`src/rtl/digit_scan_mux.sv`:
```
// Time-multiplexing scanner for multi-digit seven-segment displays: steps through
// digits 0..num at a prescaled rate. Optional leading-zero blanking: DIGIT_SCAN_LZB_EN.
module digit_scan_mux #(
  parameter  int NUM_DIGITS     = 8,
  parameter  int DIGIT_W        = 4,
  parameter  int DIV            = 4,
  parameter  int SEL_ACTIVE_LOW = 0,
  localparam int NW             = (NUM_DIGITS > 1) ? $clog2(NUM_DIGITS) : 1
) (
  input  logic                          clk,
  input  logic                          rst_n,
  input  logic                          en,
  input  logic [NW-1:0]                 num,
  input  logic [NUM_DIGITS*DIGIT_W-1:0] in,
  input  logic [NUM_DIGITS-1:0]         dp_in,
  output logic [DIGIT_W-1:0]            mout,
  output logic [NUM_DIGITS-1:0]         sel_oh,
  output logic                          dp_out,
  output logic                          blank,
  output logic                          frame_done
);

  localparam int                    CW      = (DIV > 1) ? $clog2(DIV) : 1;
  localparam logic [CW-1:0]         CNT_MAX = CW'(DIV - 1);
  localparam logic [NW-1:0]         IDX_MAX = NW'(NUM_DIGITS - 1);
  localparam logic [NUM_DIGITS-1:0] SEL_OFF = {NUM_DIGITS{SEL_ACTIVE_LOW != 0}};

  // Scan state
  logic [CW-1:0] cnt_q, cnt_d;
  logic [NW-1:0] sel_q, sel_d;
  logic          run_q, run_d;

  // Registered outputs
  logic [DIGIT_W-1:0]    mout_q, mout_d;
  logic [NUM_DIGITS-1:0] sel_oh_q, sel_oh_d;
  logic                  dp_out_q, dp_out_d;
  logic                  blank_q, blank_d;
  logic                  frame_done_q, frame_done_d;

  logic [DIGIT_W-1:0] digit [NUM_DIGITS];
  logic [NW-1:0]      last;
  logic [NW-1:0]      nxt;
  logic               tick;
  logic               suppress;

  for (genvar i = 0; i < NUM_DIGITS; i++) begin : g_digit
    assign digit[i] = in[(NUM_DIGITS-i)*DIGIT_W-1 -: DIGIT_W];
  end

  // Only bites when NUM_DIGITS is not a power of two.
  assign last = (num > IDX_MAX) ? IDX_MAX : num;
  assign tick = en && (cnt_q == CNT_MAX);

  // run_q separates "nothing shown yet" from "showing digit 0", so the first
  // tick after reset or re-enable always lands on digit 0.
  assign nxt = (!run_q || (sel_q >= last)) ? '0 : sel_q + NW'(1);

`ifdef DIGIT_SCAN_LZB_EN
  logic [NUM_DIGITS-1:0] lead_zero;

  always_comb begin : p_lead_zero
    logic all_zero;
    all_zero  = 1'b1;
    lead_zero = '0;
    for (int i = 0; i < NUM_DIGITS; i++) begin
      all_zero     = all_zero && (digit[i] == '0) && !dp_in[i];
      lead_zero[i] = all_zero;
    end
  end

  // The last active digit is always shown, even when it is zero.
  assign suppress = (nxt < last) && lead_zero[nxt];
`else
  assign suppress = 1'b0;
`endif

  // NOTE: every signal gets a default at the top of the block, so no path
  // leaves it unassigned and no latch is inferred.
  always_comb begin : p_next_state
    cnt_d = cnt_q;
    sel_d = sel_q;
    run_d = run_q;
    if (!en) begin
      cnt_d = '0;
      sel_d = '0;
      run_d = 1'b0;
    end else if (tick) begin
      cnt_d = '0;
      sel_d = nxt;
      run_d = 1'b1;
    end else begin
      cnt_d = cnt_q + CW'(1);
    end
  end

  always_comb begin : p_outputs
    mout_d       = mout_q;
    sel_oh_d     = sel_oh_q;
    dp_out_d     = dp_out_q;
    blank_d      = blank_q;
    frame_done_d = 1'b0;
    if (!en) begin
      mout_d   = '0;
      sel_oh_d = SEL_OFF;
      dp_out_d = 1'b0;
      blank_d  = 1'b1;
    end else if (tick) begin
      frame_done_d = (nxt == '0);
      if (suppress) begin
        mout_d   = '0;
        sel_oh_d = SEL_OFF;
        dp_out_d = 1'b0;
        blank_d  = 1'b1;
      end else begin
        mout_d   = digit[nxt];
        sel_oh_d = SEL_OFF ^ (NUM_DIGITS'(1) << nxt);
        dp_out_d = dp_in[nxt];
        blank_d  = 1'b0;
      end
    end
  end

  // NOTE: non-blocking assignments here, so every flop samples the values
  // from before the edge regardless of statement order.
  always_ff @(posedge clk or negedge rst_n) begin
    if (!rst_n) begin
      cnt_q        <= '0;
      sel_q        <= '0;
      run_q        <= 1'b0;
      mout_q       <= '0;
      sel_oh_q     <= SEL_OFF;
      dp_out_q     <= 1'b0;
      blank_q      <= 1'b1;
      frame_done_q <= 1'b0;
    end else begin
      cnt_q        <= cnt_d;
      sel_q        <= sel_d;
      run_q        <= run_d;
      mout_q       <= mout_d;
      sel_oh_q     <= sel_oh_d;
      dp_out_q     <= dp_out_d;
      blank_q      <= blank_d;
      frame_done_q <= frame_done_d;
    end
  end

  assign mout       = mout_q;
  assign sel_oh     = sel_oh_q;
  assign dp_out     = dp_out_q;
  assign blank      = blank_q;
  assign frame_done = frame_done_q;

endmodule

```
`config.mk`:
```
export PLATFORM = sky130hd
export DESIGN_NAME = digit_scan_mux
export DESIGN_NICKNAME = d
export VERILOG_FILES = /design/src/rtl/digit_scan_mux.sv
export SDC_FILE = /design/constraint.sdc
export NUM_CORES = 1
export LEC_CHECK = 0
export BUFFER_PORTS_ARGS = -buffer_cell sky130_fd_sc_hd__buf_2
export CAP_MARGIN = 15
export CORE_MARGIN = 2
export CORE_UTILIZATION = 47
export DETAILED_ROUTE_END_ITERATION = 8
export PLACE_DENSITY = 0.79
export REMOVE_ABC_BUFFERS = 1
export SLEW_MARGIN = 0
export SYNTH_ARGS = -nofsm -noshare
export SYNTH_HDL_FRONTEND = slang
export SYNTH_SLANG_ARGS = --single-unit
```
`constraint.sdc`:
```
create_clock -name clk -period 2.07 [get_ports clk]
set_input_delay 0.414 -clock clk [delete_from_list [all_inputs] [get_ports clk]]
set_output_delay 0.414 -clock clk [all_outputs]
set_load 0.05 [all_outputs]
```
==> summary.md <==
| Metric | Value |
|---|---|
| Status | finished clean |
| Syn avg cell area | 9.79 µm² |
| Number of global-route vias before repair | approximately 1400 |
| GR Util met3 | 0.0352 |
| Hold Slack | ~0.045 ns |
| Cells after Synth | 142 |
| Busiest grt layer | met2 |
| Final setup vio count | 0 |
| Hold_buf cts | 0 |
| Final period util | 0.917 |
| WP buf/inv | 1 |
| Starting Density | 0.500 |
| Primary FF master, synth | dfrtp_1 |
| Synthesis-stage register bit count | 21 |
| Maximum vdd ir drop | 0.000309 V |
| Die height | between 50 and 60 µm |
| Fin nets | 258 |
| Area grow syn2layout | 26.4% |
| Routed WL | 3.59 mm |
| Least-Margin Pin Slew | 0.490 ns |
| Share of layout cells above drive strength 1 | 0.383 |
| Clock Path Buffers | 2 |
| DIE AREA | 0.00341 mm² |
| Reg clk slew, reported paths | 0.13 ns |
| Dpl ws | 0.192 ns |
| Clock Skews | between 0.0015 and 0.002 ns |
| Arrival time worst endpoint | approximately 2.1 ns |
| Cell row count | 19 |
| Antenna viol nets, final | 0 |
| Root Driver | clkbuf_4 |
| Syn Std Cell Area | between 0.001 and 0.0015 mm² |
| Clock latency on the worst-skew pair | 0.31 ns |
| Post-DR wirelength/cell | approximately 15 µm |
| Congestion Overflow GR | 0 |
| Ys async rst share | 1.00 |
| Htree depth | 1 |
| CP peak stage delay | approximately 0.42 ns |
| YS warnings | 0 |
| DRC viols | 0 |
| Hold Crit Class | input pin to async pin |
| Reg2Reg Launch Point | sel_q[0] |
| MaxCap Viol Count | 0 |
| Antenna cell count | 0 |
| First-pass GRT wire length | between 6 and 7 mm |
| Starting DRT DRC Count | 47 |
| Largest net degree at the start of global routing | 22 |
| Hold Fails Final Rpt | 0 |
| Chip Width | slightly below 60 µm |
| CTS Buf Count | 3 |
| CTS resizes | 0 |
| First-pass DRT Iterations | 4 |
| P_leak | 0.875 nW |
| Max-slew violations | 0 |
| Crit. Startpoint | sel_q[0] |
| Overall power | 0.797 mW |
| Footprint of the multi-input gates | 788 µm² |
| Final Core Density | 0.632 |
| Max-slew headroom | 0.673 |
| CP top delay family | compound AO/OA/AOI/OAI gates |
| Hpwl dp | 2.76 mm |
| CP required | 2.26 ns |
| Final min period | 1.90 ns |
| Power Density | 454 mW/mm² |
| Largest fanout on the critical path | 6 |
| Most frequent cells in the layout | buf_2 (60), dfrtp_1 (20), nand2_1 (12) |
| GR Util met2 | 0.414 |
| Setup_tns | 0 ns |
| Register area | 527 µm² |
| Crit Path Class | flop to flop |
| Met1 Usage GRT | 0.321 |
| Worst setup SP type | flop |
| Setup ws final | roughly 0.17 ns |
| Number of synthesized flops with an enable pin | 0 |
| Clock net sink count | 21 |
| GR Util All Layers | 0.244 |
| Setup bufs post-CTS | 0 |
| RSZ-0062 raised after global routing | no |
| Highest clock rate | between 500 and 600 MHz |
| Vias per cell | 5.78 |
| Netlist cell types | 43 |
| Vias | approximately 1400 |
| CP endpoint kind | flop |
| Initial antenna violation count | 0 |
| Post-synthesis sequential area ratio | 0.379 |
| RePlAce Congestion | 0.825 |
| IO buf count | 60 |
| Core ar. | 0.00278 mm² |
| Worst-path cell chain | ha_1 -> buf_4 -> or2b_1 -> o2111a_1 -> o2111ai_1 -> o311ai_1 |
| Most common cell after layout, fill and taps aside | buf_2 |
| Ports | 61 |
| Fillers | 244 |
| CTS tree | yes |
| Critical path's slowest cell | dfrtp_1 |
==> routing by layer <==
layer	wire length, µm	vias to the layer above
met3	160	6
met2	1770	39
met4	45	0
met5	0	-
met1	1620	661
li1	-	664
==> cell families (layout without fill, tap and decap cells) <==
logic type                 after synthesis  count (layout)  share of synthesized area
and+or+nand+nor                         50              50                      0.190
AOI/OAI and AO/OA                       42              42                      0.231
DFF                                     21              21                      0.379
buffers and inverters                   13              77                     0.0540
muxes                                    9               9                     0.0882
adders and majority gates                5               5                     0.0450
xor gates and xnor gates                 2               2                     0.0126
==> flip-flops by register name (all words and copies together), names as in the netlist <==
signal and count:
frame_done 1, mout 4, cnt_q 2, run_q 1
sel_q 3, sel_oh 8, dp_out 1, blank 1
==> final timing paths <==
path	endpoint	slack (ns)	cells after the start
worst max-delay path	dp_out	0.17	6
worst min register to register	cnt_q[0]	0.44	1
worst min-delay path	frame_done	0.04	1
worst max register to register	dp_out	0.17	6
min in group clk	blank	0.31	2
max in group asynchronous	blank	1.67	1
==> cell type report <==
type,instances,share of cell area
multi-input cells,108,0.449
flip-flops and latches,21,0.300
repair buffers,67,0.201
well taps,31,0.0221
clock buffers,3,0.0128
inverters,6,0.0128
clock inverters,1,0.00285
==> synthesized netlist by cell type, types with 2 or more instances <==
cell type | number | area [µm²]
and2_1 | 3 | 18.8
buf_4 | 3 | 22.5
o2111ai_1 | 4 | 35.0
nand2_1 | 12 | 45.0
buf_6 | 2 | 22.5
o221ai_1 | 2 | 17.5
a211o_1 | 2 | 17.5
nand2b_1 | 4 | 25.0
nor2_1 | 9 | 33.8
o21ai_0 | 5 | 25.0
o211ai_1 | 2 | 15.0
mux4_1 | 2 | 52.6
o21ai_1 | 2 | 10.0
a211oi_1 | 3 | 22.5
a32oi_1 | 2 | 17.5
nor3_1 | 7 | 35.0
ha_1 | 5 | 62.6
clkbuf_1 | 2 | 7.51
dfrtp_1 | 20 | 500
nor2b_1 | 5 | 31.3
a21oi_1 | 11 | 55.1
nand4_1 | 3 | 18.8
mux2i_1 | 7 | 70.1
inv_1 | 6 | 22.5
==> worst reg2reg max path: stages, from the launching register on <==
cell and delay (ns):
dfrtp_1 0.42, ha_1 0.37, buf_4 0.18, or2b_1 0.26, o2111a_1 0.22, o2111ai_1 0.21
o311ai_1 0.12
==> metrics by stage <==
stage	instances	area (µm²)
6_report	237	1760
5_1_grt	237	1760
4_1_cts	237	1760
3_5_place_dp	233	1730
3_3_place_gp	233	1730
2_1_floorplan	135	1340
==> report_power, final <==
group	switching, mW	internal [mW]	leakage, nW
logic	0.0921	0.0678	0.570
registers	0.00508	0.422	0.287
clock network	0.138	0.0721	0.0177
total	0.235	0.562	0.875
No activity file was read; power rests on OpenSTA's default activity.
